===== config.mk =====
export PLATFORM = sky130hd
export DESIGN_NAME = wb_port_arbiter
export DESIGN_NICKNAME = d
export VERILOG_FILES = /design/src/rtl/wb_pkg.sv /design/src/rtl/wb_skid_fifo.sv /design/src/rtl/wb_port_arbiter.sv
export SDC_FILE = /design/constraint.sdc
export NUM_CORES = 1
export LEC_CHECK = 0
export CORE_UTILIZATION = 25
export CTS_BUF_LIST = sky130_fd_sc_hd__clkbuf_4
export DETAILED_ROUTE_END_ITERATION = 12
export GPL_TIMING_DRIVEN = 0
export HOLD_SLACK_MARGIN = 0.03
export SLEW_MARGIN = 10
export SYNTH_ARGS = -nofsm -noshare
export SYNTH_HDL_FRONTEND = slang
export SYNTH_SLANG_ARGS = --single-unit

===== constraint.sdc =====
create_clock -name clk -period 1.75 [get_ports clk]
set_clock_uncertainty 0.05 [all_clocks]
set_input_delay 0.175 -clock clk [delete_from_list [all_inputs] [get_ports clk]]
set_output_delay 0.175 -clock clk [all_outputs]
set_load 0.005 [all_outputs]

===== src/rtl/wb_pkg.sv =====
// Shared widths, select codes and priority-state encoding for the WriteBack port arbiter.
package wb_pkg;

    localparam int DEF_DATA_W = 32;
    localparam int DEF_RG_W   = 4;
    localparam int DEF_DOB_W  = 8;

    localparam logic SEL_MEM = 1'b0;
    localparam logic SEL_ALU = 1'b1;

    typedef enum logic {
        PRI_MEM = 1'b0,
        PRI_ALU = 1'b1
    } pri_state_e;

endpackage


===== src/rtl/wb_skid_fifo.sv =====
// Small {rg, result} FIFO that holds ALU results which lost the write port.
// Push and pop may happen together while full; the popped slot is reused by the push.
module wb_skid_fifo #(
    parameter int DEPTH  = 2,
    parameter int RG_W   = 4,
    parameter int DATA_W = 32,
    localparam int AW    = $clog2(DEPTH)
) (
    input  logic              clk,
    input  logic              rst_n,
    input  logic              push_i,
    input  logic [RG_W-1:0]   push_rg_i,
    input  logic [DATA_W-1:0] push_data_i,
    input  logic              pop_i,
    output logic [RG_W-1:0]   head_rg_o,
    output logic [DATA_W-1:0] head_data_o,
    output logic              full_o,
    output logic              empty_o,
    output logic [AW:0]       level_o
);

    logic [DEPTH-1:0][RG_W-1:0]   rg_q;
    logic [DEPTH-1:0][DATA_W-1:0] data_q;
    logic [AW-1:0]                wr_ptr_q, rd_ptr_q;
    logic [AW:0]                  cnt_q;
    logic                         do_push, do_pop;

    assign full_o      = (cnt_q == (AW+1)'(DEPTH));
    assign empty_o     = (cnt_q == '0);
    assign level_o     = cnt_q;
    assign head_rg_o   = rg_q[rd_ptr_q];
    assign head_data_o = data_q[rd_ptr_q];

    assign do_pop  = pop_i && !empty_o;
    assign do_push = push_i && (!full_o || do_pop);

    always_ff @(posedge clk or negedge rst_n) begin
        if (!rst_n) begin
            rg_q     <= '0;
            data_q   <= '0;
            wr_ptr_q <= '0;
            rd_ptr_q <= '0;
            cnt_q    <= '0;
        end else begin
            if (do_push) begin
                rg_q[wr_ptr_q]   <= push_rg_i;
                data_q[wr_ptr_q] <= push_data_i;
                wr_ptr_q         <= wr_ptr_q + 1'b1;
            end
            if (do_pop) begin
                rd_ptr_q <= rd_ptr_q + 1'b1;
            end
            case ({do_push, do_pop})
                2'b10:   cnt_q <= cnt_q + 1'b1;
                2'b01:   cnt_q <= cnt_q - 1'b1;
                default: cnt_q <= cnt_q;
            endcase
        end
    end

endmodule


===== src/rtl/wb_port_arbiter.sv =====
// Arbitrates the single register-file write port between the load path and the ALU path.
// Optional starvation guard: define WB_STARVE_GUARD_EN to let a starved ALU head force one win.
module wb_port_arbiter
    import wb_pkg::*;
#(
    parameter int DATA_W     = DEF_DATA_W,
    parameter int RG_W       = DEF_RG_W,
    parameter int DOB_W      = DEF_DOB_W,
    parameter int FIFO_DEPTH = 2,
    parameter int MAX_DEFER  = 3
) (
    input  logic                        clk,
    input  logic                        rst_n,
    input  logic                        alu_valid,
    output logic                        alu_ready,
    input  logic [RG_W-1:0]             alu_rg,
    input  logic [DATA_W-1:0]           alu_result,
    input  logic                        mem_valid,
    output logic                        mem_ready,
    input  logic [RG_W-1:0]             mem_rg,
    input  logic [DATA_W-1:0]           mem_do,
    input  logic [DOB_W-1:0]            mem_dob,
    output logic                        wb_we,
    output logic [RG_W-1:0]             wb_rg,
    output logic                        wb_sel_dat,
    output logic [DATA_W-1:0]           wb_do,
    output logic [DATA_W-1:0]           wb_alu,
    output logic [DOB_W-1:0]            wb_dob,
    output logic [$clog2(FIFO_DEPTH):0] fifo_level
);

    if (FIFO_DEPTH < 2 || (FIFO_DEPTH & (FIFO_DEPTH - 1)) != 0) begin : g_bad_depth
        $error("wb_port_arbiter: FIFO_DEPTH must be a power of two >= 2");
    end
    if (MAX_DEFER < 1) begin : g_bad_defer
        $error("wb_port_arbiter: MAX_DEFER must be >= 1");
    end

    logic              fifo_full, fifo_empty;
    logic [RG_W-1:0]   head_rg;
    logic [DATA_W-1:0] head_res;
    logic              src_valid, mem_xfer, alu_win, pop, push, bypass_win;
    logic [RG_W-1:0]   src_rg;
    logic [DATA_W-1:0] src_res;
    pri_state_e        state;

    logic              wb_we_q, wb_sel_q;
    logic [RG_W-1:0]   wb_rg_q;
    logic [DATA_W-1:0] wb_do_q, wb_alu_q;
    logic [DOB_W-1:0]  wb_dob_q;

    // The FIFO head always goes before the live input so results stay in issue order.
    assign src_valid = !fifo_empty || alu_valid;
    assign src_rg    = fifo_empty ? alu_rg : head_rg;
    assign src_res   = fifo_empty ? alu_result : head_res;

    assign mem_ready  = rst_n && ((state != PRI_ALU) || !src_valid);
    assign mem_xfer   = mem_valid && mem_ready;
    assign alu_win    = src_valid && !mem_xfer;
    assign pop        = alu_win && !fifo_empty;
    assign bypass_win = alu_win && fifo_empty;

    assign alu_ready = rst_n && (!fifo_full || pop || (fifo_empty && !mem_xfer));
    assign push      = alu_valid && alu_ready && !bypass_win;

    wb_skid_fifo #(
        .DEPTH  (FIFO_DEPTH),
        .RG_W   (RG_W),
        .DATA_W (DATA_W)
    ) u_fifo (
        .clk         (clk),
        .rst_n       (rst_n),
        .push_i      (push),
        .push_rg_i   (alu_rg),
        .push_data_i (alu_result),
        .pop_i       (pop),
        .head_rg_o   (head_rg),
        .head_data_o (head_res),
        .full_o      (fifo_full),
        .empty_o     (fifo_empty),
        .level_o     (fifo_level)
    );

`ifdef WB_STARVE_GUARD_EN
    localparam int                 DEFER_W   = $clog2(MAX_DEFER + 1);
    localparam logic [DEFER_W-1:0] DEFER_MAX = DEFER_W'(MAX_DEFER);

    pri_state_e         state_q;
    logic [DEFER_W-1:0] defer_q, defer_d;

    always_comb begin
        defer_d = defer_q;
        if (alu_win) begin
            defer_d = '0;
        end else if (src_valid && defer_q != DEFER_MAX) begin
            defer_d = defer_q + 1'b1;
        end
    end

    // Flip to ALU priority as the losing streak reaches the limit, so the next cycle is forced.
    always_ff @(posedge clk or negedge rst_n) begin
        if (!rst_n) begin
            state_q <= PRI_MEM;
            defer_q <= '0;
        end else begin
            defer_q <= defer_d;
            case (state_q)
                PRI_MEM: if (src_valid && !alu_win && defer_d == DEFER_MAX) state_q <= PRI_ALU;
                default: state_q <= PRI_MEM;
            endcase
        end
    end

    assign state = state_q;
`else
    assign state = PRI_MEM;
`endif

    always_ff @(posedge clk or negedge rst_n) begin
        if (!rst_n) begin
            wb_we_q  <= 1'b0;
            wb_sel_q <= SEL_MEM;
            wb_rg_q  <= '0;
            wb_do_q  <= '0;
            wb_alu_q <= '0;
            wb_dob_q <= '0;
        end else begin
            wb_we_q <= mem_xfer || alu_win;
            if (mem_xfer) begin
                wb_rg_q  <= mem_rg;
                wb_sel_q <= SEL_MEM;
                wb_do_q  <= mem_do;
                wb_dob_q <= mem_dob;
            end else if (alu_win) begin
                wb_rg_q  <= src_rg;
                wb_sel_q <= SEL_ALU;
                wb_alu_q <= src_res;
            end
        end
    end

    assign wb_we      = wb_we_q;
    assign wb_rg      = wb_rg_q;
    assign wb_sel_dat = wb_sel_q;
    assign wb_do      = wb_do_q;
    assign wb_alu     = wb_alu_q;
    assign wb_dob     = wb_dob_q;

endmodule

==> results.rst <==
.. list-table::
   :header-rows: 1

   * - Metric
     - Value
   * - Run status
     - complete, but fails checks
   * - Failing checks
     - hold timing, setup timing
   * - Total iterations of the first detailed-routing run
     - 4
   * - Synth-to-layout area growth
     - 50.54%
   * - Cell Chain, Critical Path
     - buf_6 -> xor2_4 -> o211a_4 -> buf_12 -> clkbuf_16 -> mux2_4
   * - Sw power
     - 4466 uW
   * - Hold slack final
     - -536.6 ps
   * - Final instance count without filler cells
     - 1004
   * - TritonCTS clock tree
     - built
   * - DR DRC count
     - 0
   * - Most instantiated flip-flop cell in the synthesis netlist
     - sky130_fd_sc_hd__dfrtp_1
   * - Combined flip-flop and latch cell area
     - 3854 um2
   * - Setup-failing EPs final
     - 60
   * - Insertion delay of the later-clocked pin in the worst-skew pair
     - 550 ps
   * - Normalized max-slew margin
     - 68.15%
   * - Die Span Y
     - 163.8 um
   * - Startpoint class of the critical path
     - register
   * - GRT Residual Overflow
     - 0
   * - Worst path slowest cell
     - sky130_fd_sc_hd__dfrtp_1
   * - Clock network fraction of total power
     - 17.1%
   * - Fraction of synthesized cell area taken by the top area cell type
     - 58.86%
   * - Maximum fanout along the worst path
     - 6
   * - Net Sw Frac
     - 30.25%
   * - Commonest cells post-synth
     - 154 x sky130_fd_sc_hd__dfrtp_1, 52 x sky130_fd_sc_hd__mux2_2, 40 x sky130_fd_sc_hd__mux2i_1, 38 x sky130_fd_sc_hd__nor2_1, 32 x sky130_fd_sc_hd__a221o_1
   * - Synthesized area divided by synthesized cell count
     - 15.09 um2
   * - Leakage power
     - 0.004820 uW
   * - Cell types occupying the most area after synthesis
     - sky130_fd_sc_hd__dfrtp_1 59%, sky130_fd_sc_hd__mux2_2 8.9%, sky130_fd_sc_hd__mux2_4 6.9%
   * - Total via count after detailed routing
     - 4421
   * - CTS root buf
     - sky130_fd_sc_hd__clkbuf_4
   * - Final hold viol count
     - 78
   * - Final clock period utilization by the worst path
     - 103.0%
   * - Number of instances in the synthesized netlist
     - 434
   * - Design internal power
     - 10300 uW
   * - Worst vdd ir
     - 0.6317 mV
   * - Clock transition at the register clock pins on the worst setup and hold paths after CTS
     - 140 ps
   * - Synthesized area
     - 6548 um2
   * - Row cnt
     - 58
   * - Antenna violations before repair
     - 0
   * - Clk sinks
     - 154
   * - Via count of the first global-routing pass
     - 4829
   * - Cell area after layout
     - 9857 um2
   * - Stage delay of the slowest cell on the critical path
     - 420 ps
   * - Max Fclk
     - 0.5546 GHz
   * - Classification of the worst setup path
     - reg -> reg
   * - Number of DRC violations after detailed-routing iteration 0
     - 158
   * - Synthesized net count
     - 519
   * - Count of flip-flops with a built-in enable after synthesis
     - 0
   * - Fraction of power consumed by sequential logic
     - 39.2%
   * - Routed Antenna Nets
     - 0
   * - Wire length per cell after detailed routing
     - 17.00 um
   * - TNS Setup
     - -1429 ps
   * - Routed WL
     - 17070 um
   * - Cell with the most instances after synthesis
     - sky130_fd_sc_hd__dfrtp_1
   * - Cell area after placement
     - 8635 um2
   * - Worst Setup Slack, final
     - -53.08 ps
   * - Category of the worst setup path capture point
     - register
   * - Fraction of the yosys area taken by sequential cells
     - 58.86%
   * - Maximum Capacitance Violations
     - 0
   * - Ratio of total power to cell area
     - 1498 nW/um2
   * - Cell taking the most area after synthesis
     - sky130_fd_sc_hd__dfrtp_1
   * - Cell total after placement
     - 929
   * - Placeable Area
     - 25400 um2
   * - Async set-or-reset flop fraction in the synthesized netlist
     - 100.0%
   * - Arrival time worst endpoint
     - 2190 ps
   * - GPL Wtd Cong
     - 0.6782
   * - Required time worst endpoint
     - 2140 ps
   * - Full die area
     - 26840 um2
   * - Share of total power in combinational logic
     - 43.8%
   * - Share of final-layout standard cells stronger than drive strength 1
     - 33.23%
   * - Number of vias per cell
     - 4.403
   * - H-tree levels
     - 4
   * - Actual transition at the worst max-transition pin
     - 477.7 ps
   * - Initial core utilization
     - 25.78%
   * - Time the final worst path needs with I/O delays and setup
     - 1803 ps
   * - Maximum number of pins on one net before global-route repair
     - 82
   * - Class of the tightest hold or removal check
     - in -> async
   * - Net total in the final layout
     - 746
   * - Number of different library cells in the post-synthesis netlist
     - 31
   * - Unrepaired setup endpoints after global routing
     - yes
   * - GR Util All Layers
     - 12.79%
   * - Die X-Extent
     - 163.8 um
   * - Area of the multi-input gates
     - 2604 um2
   * - Number of warnings reported in the yosys synthesis log
     - 0
   * - FF+latch count, synth
     - 154
   * - TritonCTS buffer count
     - 17
   * - Max-slew violation count
     - 0
   * - Top-Level Pins
     - 166
   * - Fillcell total
     - 2451
   * - Maximum root-to-sink buffer count
     - 2
   * - Global-route wire length before repair
     - 26130 um
   * - Total half-perimeter wirelength after legalization and detailed placement
     - 10720 um
   * - Diode count
     - 0
   * - Count of input and output buffers
     - 164
routing by layer:
layer | wire length [um] | track usage (%) | up-vias
li1 | - | - | 2043
met1 | 7583 | 15.67 | 2231
met2 | 8018 | 20.45 | 132
met3 | 1261 | 5.227 | 15
met4 | 202 | 3.914 | 0
met5 | 0 | 0 | -
critical path, delay by kind of cell, from the launching register on:
kind | cells | cell delay [ps]
AO/OA/AOI/OAI | 1 | 290
XOR/XNOR | 1 | 200
buffers and inverters | 3 | 460
flip-flops | 1 | 420
multiplexers | 1 | 290
through the flow:
stage | utilization, % | total power (uW) | hold WS [ps] | setup WS, ps
2_1_floorplan | - | 9009 | -170.6 | 75.07
3_3_place_gp | 33.87 | 11240 | 423.0 | -6551
3_5_place_dp | 34.00 | 11340 | 149.3 | -813.9
4_1_cts | 36.61 | 14520 | -584.3 | -43.04
5_1_grt | 38.81 | 15800 | -574.2 | -100.6
6_report | 38.81 | 14760 | -536.6 | -53.08
area by class of cell:
| class | count | share of cell area, % |
|---|---|---|
| clock buffers | 18 | 1.371 |
| repair buffers | 209 | 23.81 |
| plain buffers | 29 | 2.970 |
| clock inverters | 14 | 1.993 |
| multi-input cells | 246 | 26.42 |
| flip-flops and latches | 154 | 39.10 |
| well taps | 330 | 4.189 |
| inverters | 4 | 0.1523 |
cells in the final DEF (no fill, tap or decap), types with 19 or more instances in the layout:
cell type / netlist / layout
sky130_fd_sc_hd__dfrtp_1: 154 / 154
sky130_fd_sc_hd__clkdlybuf4s50_1: 0 / 107
sky130_fd_sc_hd__mux2_4: 30 / 59
sky130_fd_sc_hd__mux2_2: 52 / 52
sky130_fd_sc_hd__dlymetal6s2s_1: 0 / 45
sky130_fd_sc_hd__mux2i_1: 40 / 40
sky130_fd_sc_hd__nor2_1: 38 / 38
sky130_fd_sc_hd__buf_4: 1 / 33
sky130_fd_sc_hd__a221o_1: 32 / 32
sky130_fd_sc_hd__clkbuf_4: 0 / 19
state kept, by name (all words and copies together), names as in the netlist:
| name | flops |
|---|---|
| wb_dob | 8 |
| u_fifo.wr_ptr_q | 1 |
| u_fifo.level_o | 2 |
| u_fifo.rd_ptr_q | 1 |
| wb_we | 1 |
| wb_sel_dat | 1 |
| u_fifo.data_q | 64 |
| wb_rg | 4 |
| u_fifo.rg_q | 8 |
| wb_alu | 32 |
| wb_do | 32 |
power groups by stage:
| stage | sequential (uW) | clock [uW] | combinational, uW |
|---|---|---|---|
| 6_report | 5780 | 2520 | 6460 |
| 5_1_grt | 5960 | 2780 | 7060 |
| 4_1_cts | 5800 | 2660 | 6060 |
| 3_5_place_dp | 5860 | 0 | 5470 |
| 3_3_place_gp | 5830 | 0 | 5400 |
| 2_1_floorplan | 5750 | 0 | 3260 |
worst paths after layout:
kind	slack, ps	to	startpoint	cells after the start
min	-540	u_fifo.data_q[8]	rst_n	1
min reg2reg	470	wb_do[18]	wb_do[18]	1
max reg2reg	-50	u_fifo.data_q[28]	u_fifo.level_o[1]	6
max	-50	u_fifo.data_q[28]	u_fifo.level_o[1]	6
min in group clk	140	wb_rg[3]	mem_rg[3]	3
max in group asynchronous	810	u_fifo.rg_q[6]	rst_n	4
cell families (layout without fill, tap and decap cells):
logic type	count (synthesis)	in the layout	synth area share (%)
simple gates	43	43	2.637
xor+xnor	6	6	0.9173
mux	152	152	27.10
fa+ha+maj	1	1	0.1911
buf+inv	34	274	3.650
compound gates	44	44	6.650
flops	154	154	58.86
what timing repair did:
action / CTS / global route
setup endpoints to repair: 117 / 149
hold buffers: 1 / 4
gates cloned: 1 / 7
buffers inserted: 13 / 18
pin swaps: 1 / 3
resized for setup: 62 / 60
hold endpoints to repair: 160 / 154
No activity file was read; power rests on OpenSTA's default activity.
